--- src/rtl/spi_seq_pkg.sv ---
// Shared constants for the SPI transfer sequencer: register map, CTRL/STATUS
// bit positions, sequencer state encoding and the reset transfer length.
package spi_seq_pkg;

    localparam logic [1:0] ADDR_DATA   = 2'd0;
    localparam logic [1:0] ADDR_CTRL   = 2'd1;
    localparam logic [1:0] ADDR_STATUS = 2'd2;

    localparam int CTRL_NBITS_LSB = 0;
    localparam int CTRL_IRQ_EN    = 8;
    localparam int CTRL_FLUSH     = 9;

    localparam int STAT_TX_CNT_LSB = 0;
    localparam int STAT_RX_CNT_LSB = 8;
    localparam int STAT_BUSY       = 16;
    localparam int STAT_TX_FULL    = 17;
    localparam int STAT_RX_EMPTY   = 18;
    localparam int STAT_TX_OVF     = 24;
    localparam int STAT_RX_UDF     = 25;

    localparam logic [5:0] NBITS_RST = 6'd7;

    typedef enum logic [1:0] {
        S_IDLE = 2'd0,
        S_REQ  = 2'd1,
        S_ACK  = 2'd2,
        S_DONE = 2'd3
    } seq_state_e;

endpackage

--- src/rtl/spi_fifo.sv ---
// Synchronous FIFO with flush and a registered head word; one-cycle push-to-head.
// Push when full is dropped unless a pop lands in the same cycle; pop when empty is ignored.
module spi_fifo #(
    parameter int  DEPTH = 4,
    parameter int  WIDTH = 32,
    localparam int AW    = $clog2(DEPTH),
    localparam int CW    = AW + 1
) (
    input  logic             clk_in,
    input  logic             nrst,
    input  logic             push_i,
    input  logic [WIDTH-1:0] push_dat_i,
    input  logic             pop_i,
    input  logic             flush_i,
    output logic             full_o,
    output logic             empty_o,
    output logic [CW-1:0]    count_o,
    output logic [WIDTH-1:0] head_o
);

    logic [WIDTH-1:0] mem_q [DEPTH];
    logic [AW-1:0]    wr_ptr_q, wr_ptr_d;
    logic [AW-1:0]    rd_ptr_q, rd_ptr_d;
    logic [CW-1:0]    count_q, count_d;
    logic [WIDTH-1:0] head_q, head_d;
    logic             push_ok, pop_ok;

    assign full_o  = (count_q == CW'(DEPTH));
    assign empty_o = (count_q == '0);
    assign count_o = count_q;
    assign head_o  = head_q;

    assign pop_ok  = pop_i && !empty_o;
    assign push_ok = push_i && (!full_o || pop_ok);

    always_comb begin
        wr_ptr_d = wr_ptr_q;
        rd_ptr_d = rd_ptr_q;
        count_d  = count_q;
        head_d   = head_q;
        if (flush_i) begin
            // A word arriving in the flush cycle survives as the sole entry.
            wr_ptr_d = push_i ? AW'(1) : '0;
            rd_ptr_d = '0;
            count_d  = push_i ? CW'(1) : '0;
            head_d   = push_i ? push_dat_i : head_q;
        end else begin
            if (push_ok) wr_ptr_d = wr_ptr_q + 1'b1;
            if (pop_ok)  rd_ptr_d = rd_ptr_q + 1'b1;
            if (push_ok && !pop_ok)      count_d = count_q + 1'b1;
            else if (pop_ok && !push_ok) count_d = count_q - 1'b1;
            if (push_ok && (wr_ptr_q == rd_ptr_d)) head_d = push_dat_i;
            else                                   head_d = mem_q[rd_ptr_d];
        end
    end

    always_ff @(posedge clk_in) begin
        if (flush_i && push_i)  mem_q[0]        <= push_dat_i;
        else if (push_ok)       mem_q[wr_ptr_q] <= push_dat_i;
    end

    always_ff @(posedge clk_in or negedge nrst) begin
        if (!nrst) begin
            wr_ptr_q <= '0;
            rd_ptr_q <= '0;
            count_q  <= '0;
            head_q   <= '0;
        end else begin
            wr_ptr_q <= wr_ptr_d;
            rd_ptr_q <= rd_ptr_d;
            count_q  <= count_d;
            head_q   <= head_d;
        end
    end

endmodule

--- src/rtl/spi_seq.sv ---
// SPI transfer sequencer: bus registers, TX/RX FIFOs and a 4-state engine handshake.
// Read data one cycle after bus_rd; transfers wait while TX is empty or RX has no room.
module spi_seq
    import spi_seq_pkg::*;
#(
    parameter int FIFO_DEPTH = 4
) (
    input  logic        clk_in,
    input  logic        nrst,
    input  logic        bus_wr,
    input  logic        bus_rd,
    input  logic [1:0]  bus_addr,
    input  logic [31:0] bus_wdata,
    output logic [31:0] bus_rdata,
    output logic        irq,
    output logic [31:0] eng_mosi_data,
    output logic [5:0]  eng_nbits,
    output logic        eng_request,
    input  logic [31:0] eng_miso_data,
    input  logic        eng_ready
);

    localparam int CW = $clog2(FIFO_DEPTH) + 1;

    seq_state_e  state_q, state_d;
    logic [5:0]  nbits_q, nbits_d;
    logic        irq_en_q, irq_en_d;
    logic        tx_ovf_q, tx_ovf_d;
    logic        rx_udf_q, rx_udf_d;
    logic [31:0] rdata_q, rdata_d;
    logic        irq_q, irq_d;
    logic [31:0] mosi_q, mosi_d;
    logic [5:0]  eng_nbits_q, eng_nbits_d;
    logic        req_q, req_d;

    logic          wr_data, wr_ctrl, wr_stat, rd_data, flush;
    logic          tx_pop, rx_push, start;
    logic          tx_full, tx_empty, rx_full, rx_empty, rx_empty_nxt;
    logic [CW-1:0] tx_count, rx_count;
    logic [31:0]   tx_head, rx_head, ctrl_word, status_word;

    assign wr_data = bus_wr && (bus_addr == ADDR_DATA);
    assign wr_ctrl = bus_wr && (bus_addr == ADDR_CTRL);
    assign wr_stat = bus_wr && (bus_addr == ADDR_STATUS);
    assign rd_data = bus_rd && (bus_addr == ADDR_DATA);
    assign flush   = wr_ctrl && bus_wdata[CTRL_FLUSH];

    assign start   = (state_q == S_IDLE) && !tx_empty && (rx_count < CW'(FIFO_DEPTH));
    assign tx_pop  = start;
    assign rx_push = (state_q == S_DONE) && eng_ready;

    spi_fifo #(.DEPTH(FIFO_DEPTH), .WIDTH(32)) u_tx_fifo (
        .clk_in     (clk_in),
        .nrst       (nrst),
        .push_i     (wr_data),
        .push_dat_i (bus_wdata),
        .pop_i      (tx_pop),
        .flush_i    (flush),
        .full_o     (tx_full),
        .empty_o    (tx_empty),
        .count_o    (tx_count),
        .head_o     (tx_head)
    );

    spi_fifo #(.DEPTH(FIFO_DEPTH), .WIDTH(32)) u_rx_fifo (
        .clk_in     (clk_in),
        .nrst       (nrst),
        .push_i     (rx_push),
        .push_dat_i (eng_miso_data),
        .pop_i      (rd_data),
        .flush_i    (flush),
        .full_o     (rx_full),
        .empty_o    (rx_empty),
        .count_o    (rx_count),
        .head_o     (rx_head)
    );

    // RX always has room for a completing transfer, since a start requires a free slot.
    always_comb begin
        if (rx_push)    rx_empty_nxt = 1'b0;
        else if (flush) rx_empty_nxt = 1'b1;
        else            rx_empty_nxt = rx_empty || ((rx_count == CW'(1)) && rd_data);
    end

    always_comb begin
        ctrl_word = '0;
        ctrl_word[CTRL_NBITS_LSB +: 6] = nbits_q;
        ctrl_word[CTRL_IRQ_EN]         = irq_en_q;

        status_word = '0;
        status_word[STAT_TX_CNT_LSB +: 5] = 5'(tx_count);
        status_word[STAT_RX_CNT_LSB +: 5] = 5'(rx_count);
        status_word[STAT_BUSY]            = (state_q != S_IDLE);
        status_word[STAT_TX_FULL]         = tx_full;
        status_word[STAT_RX_EMPTY]        = rx_empty;
        status_word[STAT_TX_OVF]          = tx_ovf_q;
        status_word[STAT_RX_UDF]          = rx_udf_q;
    end

    always_comb begin
        nbits_d  = wr_ctrl ? bus_wdata[CTRL_NBITS_LSB +: 6] : nbits_q;
        irq_en_d = wr_ctrl ? bus_wdata[CTRL_IRQ_EN] : irq_en_q;

        // New error events win over a same-cycle write-one-to-clear.
        tx_ovf_d = (tx_ovf_q && !(wr_stat && bus_wdata[STAT_TX_OVF]))
                 || (wr_data && tx_full && !tx_pop);
        rx_udf_d = (rx_udf_q && !(wr_stat && bus_wdata[STAT_RX_UDF]))
                 || (rd_data && rx_empty);

        irq_d = irq_en_d && !rx_empty_nxt;

        rdata_d = rdata_q;
        if (bus_rd) begin
            case (bus_addr)
                ADDR_DATA:   rdata_d = rx_empty ? 32'd0 : rx_head;
                ADDR_CTRL:   rdata_d = ctrl_word;
                ADDR_STATUS: rdata_d = status_word;
                default:     rdata_d = 32'd0;
            endcase
        end
    end

    always_comb begin
        state_d     = state_q;
        mosi_d      = mosi_q;
        eng_nbits_d = eng_nbits_q;
        req_d       = 1'b0;
        case (state_q)
            S_IDLE: if (start) begin
                state_d     = S_REQ;
                mosi_d      = tx_head;
                eng_nbits_d = nbits_q;
                req_d       = 1'b1;
            end
            S_REQ:  state_d = S_ACK;
            S_ACK:  if (!eng_ready) state_d = S_DONE;
            S_DONE: if (eng_ready)  state_d = S_IDLE;
            default: state_d = S_IDLE;
        endcase
    end

    always_ff @(posedge clk_in or negedge nrst) begin
        if (!nrst) begin
            state_q     <= S_IDLE;
            nbits_q     <= NBITS_RST;
            irq_en_q    <= 1'b0;
            tx_ovf_q    <= 1'b0;
            rx_udf_q    <= 1'b0;
            rdata_q     <= '0;
            irq_q       <= 1'b0;
            mosi_q      <= '0;
            eng_nbits_q <= NBITS_RST;
            req_q       <= 1'b0;
        end else begin
            state_q     <= state_d;
            nbits_q     <= nbits_d;
            irq_en_q    <= irq_en_d;
            tx_ovf_q    <= tx_ovf_d;
            rx_udf_q    <= rx_udf_d;
            rdata_q     <= rdata_d;
            irq_q       <= irq_d;
            mosi_q      <= mosi_d;
            eng_nbits_q <= eng_nbits_d;
            req_q       <= req_d;
        end
    end

    assign bus_rdata     = rdata_q;
    assign irq           = irq_q;
    assign eng_mosi_data = mosi_q;
    assign eng_nbits     = eng_nbits_q;
    assign eng_request   = req_q;

endmodule

--- config.mk ---
export PLATFORM = sky130hd
export DESIGN_NAME = spi_seq
export DESIGN_NICKNAME = d
export VERILOG_FILES = /design/src/rtl/spi_seq_pkg.sv /design/src/rtl/spi_fifo.sv /design/src/rtl/spi_seq.sv
export SDC_FILE = /design/constraint.sdc
export NUM_CORES = 1
export LEC_CHECK = 0
export ABC_AREA = 1
export BUFFER_PORTS_ARGS = -buffer_cell sky130_fd_sc_hd__buf_2
export CAP_MARGIN = 30
export CELL_PAD_IN_SITES_DETAIL_PLACEMENT = 2
export CELL_PAD_IN_SITES_GLOBAL_PLACEMENT = 2
export CORE_MARGIN = 1.5
export CORE_UTILIZATION = 39
export CTS_CLUSTER_DIAMETER = 40
export DETAILED_ROUTE_END_ITERATION = 8
export PLACE_DENSITY_LB_ADDON = 0.1
export SKIP_CTS_REPAIR_TIMING = 1
export SLEW_MARGIN = 20
export SYNTH_ARGS = -nofsm -noshare
export SYNTH_HDL_FRONTEND = slang
export SYNTH_SLANG_ARGS = --single-unit
export TNS_END_PERCENT = 100
--- constraint.sdc ---
create_clock -name clk_in -period 4.6 [get_ports clk_in]
set_input_delay 0.23 -clock clk_in [delete_from_list [all_inputs] [get_ports clk_in]]
set_output_delay 0.23 -clock clk_in [all_outputs]
set_load 0.05 [all_outputs]
==> results of run 1 <==
metal layers:
metal / vias to the layer above / routed length [um]
met5: - / 0
met4: 0 / 2120
met3: 125 / 2620
met2: 365 / 32300
met1: 7222 / 24100
li1: 6280 / -
stage by stage:
stage                     cell area (um^2)  hold WS (ns)
final                                22500       -0.0139
after global routing                 22500        0.0266
after CTS                            21800        -0.350
after detailed placement             19000         0.297
after global placement               18900         0.296
after floorplan                      17700       -0.0656
kinds of logic (layout without fill, tap and decap cells):
group,Yosys count,in the layout,synth area share
compound gates,100,100,0.0373
xor+xnor,5,5,0.00248
fa+ha+maj,9,9,0.00680
buf+inv,233,520,0.0541
flops,417,417,0.664
other cells,0,3,0
simple gates,965,965,0.235
worst reg2reg max path, cell delays in order (launching register included):
cell and delay, ns:
dfrtp_1 0.39, inv_1 0.13, ha_1 0.24, nand2_2 0.12
a21oi_4 0.14, nand2_1 0.06, buf_4 0.26, nand2_2 0.12
buf_4 0.59, o21ai_1 0.27, nor2_4 0.12, buf_4 0.45
nand2_2 0.68, nand2_1 0.28, nand3_1 0.12, nand2_1 0.09
Yosys cell counts (all sizes together), types with 2 or more instances:
cell type  instances  share of area
nand2            565           0.12
o22ai              4         0.0014
inv              135          0.029
nor3               3        0.00085
nor2              44          0.011
a21oi             16         0.0052
dfstp              6         0.0089
ha                 8         0.0057
dfrtp            155           0.22
o211ai             5         0.0021
edfxtp           256           0.44
o31ai              2        0.00085
o21ai             42          0.013
nand3            351           0.10
a221oi             5         0.0025
buf               49          0.015
a31oi              5         0.0021
xnor2              2        0.00099
clkbuf            48          0.010
xor2               3         0.0015
a22o              19         0.0094
registers in the layout, indices dropped and copies added, names as in the netlist, 2 cells and up:
signal and flops:
state_q 2, eng_nbits 6, u_tx_fifo.wr_ptr_q 2, u_rx_fifo.mem_q 128, u_tx_fifo.rd_ptr_q 2, u_tx_fifo.count_o 3
u_rx_fifo.count_o 3, u_rx_fifo.head_o 32, u_rx_fifo.rd_ptr_q 2, nbits_q 6, u_tx_fifo.head_o 32, u_tx_fifo.mem_q 128
u_rx_fifo.wr_ptr_q 2, bus_rdata 32, eng_mosi_data 32
worst paths after layout:
check / endpoint / slack, ns / depth (start not counted)
min in group asynchronous: u_tx_fifo.head_o[12]$_DFFE_PN0P_ / 0.21 / 2
setup / recovery: u_tx_fifo.head_o[18]$_DFFE_PN0P_ / 0.47 / 15
hold / removal: tx_ovf_q$_DFF_PN0_ / -0.01 / 3
setup reg to reg: u_tx_fifo.head_o[18]$_DFFE_PN0P_ / 0.47 / 15
max in group asynchronous: u_rx_fifo.head_o[14]$_DFFE_PN0P_ / 3.36 / 3
hold reg to reg: eng_mosi_data[3]$_DFFE_PN0P_ / 0.47 / 2
power by group through the flow:
| stage | logic (mW) | clock network (mW) | registers (mW) |
|---|---|---|---|
| 2_1_floorplan | 3.11 | 0 | 5.91 |
| 3_3_place_gp | 5.18 | 0 | 5.28 |
| 3_5_place_dp | 5.46 | 0 | 5.32 |
| 4_1_cts | 5.65 | 6.37 | 5.28 |
| 5_1_grt | 6.25 | 6.51 | 5.34 |
| 6_report | 5.62 | 6.28 | 5.28 |
area by class of cell:
| type | instances | area (um^2) | area share |
|---|---|---|---|
| repair buffers | 238 | 1660 | 0.0738 |
| multi-input cells | 1079 | 5010 | 0.223 |
| flip-flops and latches | 417 | 11700 | 0.521 |
| diodes | 3 | 7.51 | 0.000333 |
| well taps | 592 | 741 | 0.0329 |
| clock buffers | 94 | 2140 | 0.0949 |
| clock inverters | 52 | 721 | 0.0320 |
| inverters | 136 | 510 | 0.0227 |
==> run_results.csv, run 1 <==
group,metric,value,unit
grt,grt_pass1_vias,16000,
routing,wl_per_cell,23.4,um
grt,grt_busiest_layer,"met2",
critical_path,cp-start-kind,"register",
place,port_buffers,142,
yosys,synth_edf_count,256,
critical_path,slowest_delay,0.67,ns
run,maxCapViolCount,0,
clock_network,worst_skew_pair.late_latency,0.62,ns
power,p_switching,6.72,mW
die,io_pins,143,
die,coreArea,0.0444,mm^2
critical_path,startpoint,"state_q[0]$_DFFE_PN0P_",
timing,fin_skew,0.0235,ns
power,internal-power,10.5,mW
power,clkPwrFrac,0.365,
grt,grt_max_degree,91,
place,dpl.cell_count,2395,
grt,antenna_found_initial,3,
final_layout,layout_commonest_cell,"nand2_1",
timing,rsz0062_at_grt,"false",
die,die-area,0.0466,mm^2
grt,use_met1,0.307,
clock_network,cts.path.max_buffers,3,
place,hpwlAfterDp,33600,um
clock_network,cts_sinks,417,
timing,max_slew_margin,0.391,
place,place.gp.congestion,0.742,
routing,vias_per_cell,5.36,
timing,tightest_slew,0.910,ns
power,powerDensity,763,mW/mm^2
yosys,synth_warnings,0,
power,peakVddDrop,562,uV
clock_network,cts_tree,"yes",
timing,hold_viol_final,1,
power,combPwrFrac,0.327,
final_layout,mostFrequentLayoutCells,"nand2_1 (552), nand3_1 (349), edfxtp_1 (256)",
timing,tns,0,ns
power,p_seq_frac,0.307,
critical_path,path_delay_family,"simple AND/OR/NAND/NOR gates",
timing,timing.hold.ws,-0.0139,ns
routing,drtIter0Drc,782,
critical_path,rr_startpoint,"state_q[0]$_DFFE_PN0P_",
grt,grt_use_met2,0.477,
final_layout,fin_cells,2611,
timing,fin_crit,4.13,ns
hold_path,min_path_type,"input port to register",
clock_network,cts_root_buf,"clkbuf_16",
timing,drv_slew,0,
clock_network,htree_num_levels,3,
critical_path,crit_path_end_kind,"register",
timing,fmax,0.242,GHz
grt,grt_pass1_wl,93900,um
yosys,syn_inst,1729,
yosys,synthArstFlopShare,0.386,
die,fp.dieH,216,um
status,failed_checks,"hold timing",
yosys,synth.avg_cell_area,10.2,um^2
power,leakagePower,10.0,nW
critical_path,critPathArrivalTime,4.66,ns
grt,globalRouteOverflowTotal,0,
clock_network,numCtsBuffers,78,
clock_network,clk_pin_slew,0.05,ns
grt,use_met3,0.0436,
critical_path,path_class,"register to register",
routing,drc,0,
power,p_sw_frac,0.391,
routing,postRouteAntennaNets,0,
timing,fin_ws,0.472,ns
routing,route.vias.total,14000,
hold_path,hold_path_startpoint,"bus_wr",
critical_path,path_cells,"inv_1, ha_1, nand2_2, a21oi_4, nand2_1, buf_4, nand2_2, buf_4, o21ai_1, nor2_4, buf_4, nand2_2, nand2_1, nand3_1, nand2_1",
grt,grtUsageTotal,0.265,
yosys,netlist_area,0.0177,mm^2
final_layout,nFillCells,4512,
status,status,"finished with violations",
final_layout,drive_above_1_share,0.176,
critical_path,cp.buffers_inverters,4,
timing,setup_violations,0,
final_layout,fin_util,0.507,
critical_path,cp_max_fo,66,
place,place_ws,0.573,ns
die,initial_core_util,0.397,
critical_path,critPathSlowestCell,"nand2_2",
timing,fin_crit_sh,0.897,
routing,wirelength,61200,um
routing,dr.pass1.iters,5,
yosys,yosysUniqueCellTypes,41,
final_layout,nNetsFinal,2030,
yosys,ys_ff_latch,417,
yosys,synth_nets,1809,
die,fp-row-count,77,
final_layout,area_growth,27.5,%
power,power,17.2,mW
die,fp.dieW,216,um
yosys,yosysSeqAreaShare,0.664,
yosys,synth-main-ff-cell,"edfxtp_1",
critical_path,crit_required,5.13,ns
Power figures use the tool's default switching activity.
==> inputs of run 2 (changes only) <==
--- a/config.mk
+++ b/config.mk
@@ -10,8 +10,8 @@
 export CAP_MARGIN = 30
 export CELL_PAD_IN_SITES_DETAIL_PLACEMENT = 2
 export CELL_PAD_IN_SITES_GLOBAL_PLACEMENT = 2
-export CORE_MARGIN = 1.5
-export CORE_UTILIZATION = 39
+export CORE_MARGIN = 2
+export CORE_UTILIZATION = 35
 export CTS_CLUSTER_DIAMETER = 40
 export DETAILED_ROUTE_END_ITERATION = 8
 export PLACE_DENSITY_LB_ADDON = 0.1
==> constraint.sdc (replaced) <==
create_clock -name clk_in -period 3.7 [get_ports clk_in]
set_input_delay 0.185 -clock clk_in [delete_from_list [all_inputs] [get_ports clk_in]]
set_output_delay 0.185 -clock clk_in [all_outputs]
set_load 0.05 [all_outputs]
==> run_results.csv, run 2 (synthesis gave the netlist of run 1 again) <==
group,metric,value,unit
status,status,"finished with violations",
status,failed_checks,"hold timing",
critical_path,crit_path_end_kind,"register",
timing,fin_skew,0.0271,ns
final_layout,multi_input_area,0.00502,mm^2
die,initial_core_util,0.353,
timing,fmax,0.323,GHz
place,place_ws,0.571,ns
critical_path,crit_required,4.18,ns
final_layout,area_growth,27.7,%
clock_network,worst_skew_pair.late_latency,0.62,ns
timing,setup_violations,0,
timing,fin_ws,0.600,ns
timing,timing.hold.ws,-0.0118,ns
critical_path,slowest_delay,0.61,ns
critical_path,path_class,"register to register",
final_layout,fin_util,0.451,
routing,drtIter0Drc,609,
clock_network,cts_root_buf,"clkbuf_16",
power,combPwrFrac,0.328,
die,io_pins,143,
power,p_sw_frac,0.385,
critical_path,cp_max_fo,32,
timing,max_slew_margin,0.417,
critical_path,r2r_cells,15,
grt,grtUsageTotal,0.222,
routing,drc,0,
critical_path,cp-start-kind,"register",
clock_network,cts.path.max_buffers,3,
final_layout,reg_top3,"u_rx_fifo.mem_q (128), u_tx_fifo.mem_q (128)",
timing,tns,0,ns
grt,grt_pass1_vias,15300,
die,coreArea,0.0500,mm^2
routing,vias_per_cell,5.06,
grt,grt_pass1_wl,89400,um
timing,tightest_slew,0.875,ns
routing,wl_per_cell,21.3,um
final_layout,final_area,0.0225,mm^2
routing,route.vias.total,13600,
hold_path,min_path_type,"input port to register",
clock_network,htree_num_levels,3,
final_layout,nNetsFinal,2036,
critical_path,path_cells,"inv_1, ha_1, nand2_1, inv_1, nor2_8, nand2_1, nand2_2, buf_4, nand2_1, nand2_1, nand3_2, nand2_2, nand2_1, nand3_1, nand2_1",
critical_path,critPathSlowestCell,"nand2_2",
power,powerDensity,925,mW/mm^2
grt,globalRouteOverflowTotal,0,
power,peakVddDrop,455,uV
final_layout,layout_commonest_cell,"nand2_1",
place,place_area,0.0191,mm^2
die,fp-row-count,82,
critical_path,critPathArrivalTime,3.58,ns
clock_network,numCtsBuffers,77,
run,maxCapViolCount,0,
place,hpwlAfterDp,33800,um
clock_network,cts_sinks,417,
routing,dr.pass1.iters,4,
routing,wirelength,57300,um
place,dpl.cell_count,2483,
routing,postRouteAntennaNets,0,
die,fp.dieH,229,um
final_layout,register_area,0.0117,mm^2
critical_path,startpoint,"u_rx_fifo.count_o[0]$_DFFE_PN0P_",
grt,grt_max_degree,79,
place,port_buffers,142,
power,p_seq_frac,0.314,
final_layout,nFillCells,5234,
power,p_switching,8.02,mW
die,fp.dieW,229,um
place,place.gp.congestion,0.749,
power,power,20.9,mW
grt,antenna_found_initial,1,
power,internal-power,12.8,mW
critical_path,critPathMostFrequentCell,"nand2_1",
timing,hold_viol_final,2,
power,leakagePower,9.99,nW
power,clkPwrFrac,0.358,
timing,fin_crit,3.10,ns
timing,drv_slew,0,
critical_path,rr_startpoint,"u_rx_fifo.count_o[0]$_DFFE_PN0P_",
timing,rsz0062_at_grt,"false",
clock_network,cts_tree,"yes",
clock_network,clk_pin_slew,0.05,ns
final_layout,fin_cells,2693,
hold_path,hold_path_startpoint,"bus_addr[0]",
timing,fin_crit_sh,0.838,
final_layout,mostFrequentLayoutCells,"nand2_1 (552), nand3_1 (349), edfxtp_1 (256)",
final_layout,drive_above_1_share,0.176,
hold_path,hold_depth,4,
die,die-area,0.0523,mm^2
-- run 2: layout make-up --
class / count / area share
Sequential cell: 417 / 0.520
Multi-Input combinational cell: 1079 / 0.223
Clock buffer: 103 / 0.0990
Timing Repair Buffer: 245 / 0.0740
Tap cell: 672 / 0.0373
Clock inverter: 40 / 0.0243
Inverter: 136 / 0.0226
Antenna cell: 1 / 0.000111
-- run 2: final timing paths --
path | end | slack [ns]
setup / recovery | u_rx_fifo.head_o[12]$_DFFE_PN0P_ | 0.60
hold / removal | bus_rdata[10]$_DFFE_PN0P_ | -0.01
setup reg to reg | u_rx_fifo.head_o[12]$_DFFE_PN0P_ | 0.60
hold reg to reg | bus_rdata[12]$_DFFE_PN0P_ | 0.47
max in group asynchronous | u_rx_fifo.head_o[27]$_DFFE_PN0P_ | 2.40
min in group asynchronous | eng_mosi_data[15]$_DFFE_PN0P_ | 0.21
-- run 2: worst max-delay path: cells and delay by family, from the launching register on --
family	cells	cell delay, ns
flip-flops	1	0.39
buffers and inverters	3	0.55
AND/OR/NAND/NOR	11	1.77
adder cells (fa/ha/maj)	1	0.24
-- run 2: layer usage --
layer / share of wire / global-route usage
met3: 0.031 / 0.0374
met5: 0 / 0
met1: 0.41 / 0.264
met4: 0.024 / 0.0729
met2: 0.53 / 0.407
-- run 2: power groups by stage --
stage | Sequential [mW] | Clock, mW | Combinational (mW)
after floorplan | 7.34 | 0 | 3.87
after global placement | 6.58 | 0 | 6.63
after detailed placement | 6.62 | 0 | 6.86
after CTS | 6.56 | 7.60 | 6.96
after global routing | 6.65 | 7.80 | 7.72
final | 6.54 | 7.46 | 6.85
==> inputs of run 3 (changes only) <==
--- a/config.mk
+++ b/config.mk
@@ -11,7 +11,7 @@
 export CELL_PAD_IN_SITES_DETAIL_PLACEMENT = 2
 export CELL_PAD_IN_SITES_GLOBAL_PLACEMENT = 2
 export CORE_MARGIN = 2
-export CORE_UTILIZATION = 35
+export CORE_UTILIZATION = 39
 export CTS_CLUSTER_DIAMETER = 40
 export DETAILED_ROUTE_END_ITERATION = 8
 export PLACE_DENSITY_LB_ADDON = 0.1
==> constraint.sdc (replaced) <==
create_clock -name clk_in -period 3.2 [get_ports clk_in]
set_input_delay 0.16 -clock clk_in [delete_from_list [all_inputs] [get_ports clk_in]]
set_output_delay 0.16 -clock clk_in [all_outputs]
set_load 0.05 [all_outputs]
==> run_results.csv, run 3 (synthesis gave the netlist of run 1 again) <==
group,metric,value,unit
clock_network,cts_root_buf,"clkbuf_16",
timing,setup_violations,0,
critical_path,crit_required,3.66,ns
die,fp.dieH,217,um
place,hpwlAfterDp,34700,um
critical_path,path_cells,"inv_1, ha_1, nand2_2, a21oi_4, buf_4, o21ai_4, inv_2, nand3_1, nand2_1, nand2_1, nand3_1, nand2_1",
critical_path,critPathMostFrequentCell,"nand2_1",
timing,hold_viol_final,0,
place,place_ws,0.120,ns
die,fp-row-count,77,
power,leakagePower,9.96,nW
clock_network,clk_pin_slew,0.05,ns
critical_path,cp_max_fo,33,
routing,drtIter0Drc,689,
grt,grtUsageTotal,0.258,
routing,drc,0,
hold_path,hold_path_startpoint,"bus_addr[0]",
timing,drv_slew,0,
status,status,"finished clean",
critical_path,startpoint,"state_q[0]$_DFFE_PN0P_",
final_layout,reg_top3,"u_rx_fifo.mem_q (128), u_tx_fifo.mem_q (128)",
power,internal-power,14.4,mW
power,combPwrFrac,0.341,
timing,rsz0062_at_grt,"false",
final_layout,final_area,0.0224,mm^2
clock_network,htree_num_levels,3,
power,peakVddDrop,671,uV
final_layout,register_area,0.0117,mm^2
routing,wl_per_cell,23.0,um
clock_network,numCtsBuffers,75,
run,maxCapViolCount,0,
die,io_pins,143,
place,port_buffers,142,
final_layout,mostFrequentLayoutCells,"nand2_1 (552), nand3_1 (349), edfxtp_1 (256)",
place,place.gp.congestion,0.788,
timing,tightest_slew,0.839,ns
power,powerDensity,1070,mW/mm^2
place,place_area,0.0191,mm^2
critical_path,rr_startpoint,"state_q[0]$_DFFE_PN0P_",
routing,vias_per_cell,5.30,
grt,globalRouteOverflowTotal,0,
die,coreArea,0.0444,mm^2
timing,fin_skew,0.0307,ns
power,power,23.9,mW
clock_network,cts.path.max_buffers,3,
final_layout,layout_commonest_cell,"nand2_1",
critical_path,cp-start-kind,"register",
grt,grt_pass1_wl,92000,um
final_layout,drive_above_1_share,0.174,
clock_network,worst_skew_pair.late_latency,0.60,ns
final_layout,nNetsFinal,2042,
grt,grt_pass1_vias,15700,
power,p_seq_frac,0.318,
critical_path,crit_path_end_kind,"register",
routing,dr.pass1.iters,5,
routing,route.vias.total,13900,
final_layout,area_growth,26.8,%
critical_path,slowest_delay,0.60,ns
die,initial_core_util,0.397,
timing,fin_crit,2.82,ns
final_layout,nFillCells,4529,
die,fp.dieW,217,um
grt,grt_max_degree,72,
hold_path,min_path_type,"input port to register",
power,p_switching,9.49,mW
routing,postRouteAntennaNets,0,
power,clkPwrFrac,0.341,
timing,fin_ws,0.380,ns
critical_path,critPathSlowestCell,"inv_2",
power,p_sw_frac,0.397,
timing,fmax,0.355,GHz
die,die-area,0.0470,mm^2
critical_path,critPathArrivalTime,3.28,ns
clock_network,cts_tree,"yes",
clock_network,cts_sinks,417,
timing,max_slew_margin,0.440,
timing,fin_crit_sh,0.881,
final_layout,multi_input_area,0.00502,mm^2
routing,wirelength,60100,um
critical_path,path_class,"register to register",
grt,antenna_found_initial,1,
## run 3: cell count changes in the layout (fill, tap and decap cells not counted), sizes merged
cell / change
clkinvlp: -4
clkbuf: -6
bufinv: -1
buf: +8
inv: +5
## run 3: layer usage
| metal | global-route usage | up-vias | share of wire |
|---|---|---|---|
| li1 | - | 6289 | - |
| met1 | 0.299 | 7175 | 0.40 |
| met2 | 0.473 | 289 | 0.53 |
| met3 | 0.0439 | 102 | 0.038 |
| met4 | 0.102 | 0 | 0.029 |
| met5 | 0 | - | 0 |
## run 3: final timing paths
check | slack [ns] | to | cells past startpoint
worst max register to register | 0.38 | u_tx_fifo.head_o[27]$_DFFE_PN0P_ | 12
worst min-delay path | 0.01 | bus_rdata[10]$_DFFE_PN0P_ | 4
worst max-delay path | 0.38 | u_tx_fifo.head_o[27]$_DFFE_PN0P_ | 12
min in group asynchronous | 0.20 | eng_mosi_data[14]$_DFFE_PN0P_ | 2
max in group asynchronous | 2.11 | eng_nbits[2]$_DFFE_PN1P_ | 3
worst min register to register | 0.47 | eng_mosi_data[3]$_DFFE_PN0P_ | 2
## run 3: power by group through the flow
stage / registers (mW) / logic (mW) / clock network, mW
global placement: 7.63 / 7.65 / 0
finish: 7.62 / 8.17 / 8.15
global route: 7.72 / 9.16 / 8.51
CTS: 7.62 / 8.20 / 8.29
detailed placement: 7.68 / 7.99 / 0
floorplan: 8.49 / 4.47 / 0
## run 3: worst max-delay path, delay by kind of cell (launching register included)
family / cells / cell delay (ns)
flops: 1 / 0.37
compound gates: 2 / 0.32
simple gates: 6 / 0.71
fa+ha+maj: 1 / 0.27
buf+inv: 3 / 1.04
## run 3: final cells by class
| class | count | area share |
|---|---|---|
| flip-flops and latches | 417 | 0.524 |
| well taps | 592 | 0.0331 |
| inverters | 136 | 0.0228 |
| clock buffers | 97 | 0.0912 |
| repair buffers | 253 | 0.0817 |
| clock inverters | 40 | 0.0234 |
| multi-input cells | 1079 | 0.224 |
| diodes | 1 | 0.000112 |
## run 3: per-stage QoR
step | setup TNS, ns | utilization | hold WS [ns] | std cells
6_report | 0 | 0.504 | 0.0141 | 2615
5_1_grt | 0 | 0.504 | 0.0286 | 2615
4_1_cts | 0 | 0.489 | -0.351 | 2547
3_5_place_dp | 0 | 0.431 | 0.266 | 2410
3_3_place_gp | 0 | 0.431 | 0.262 | 2410
2_1_floorplan | -27.24 | - | -0.136 | 1729
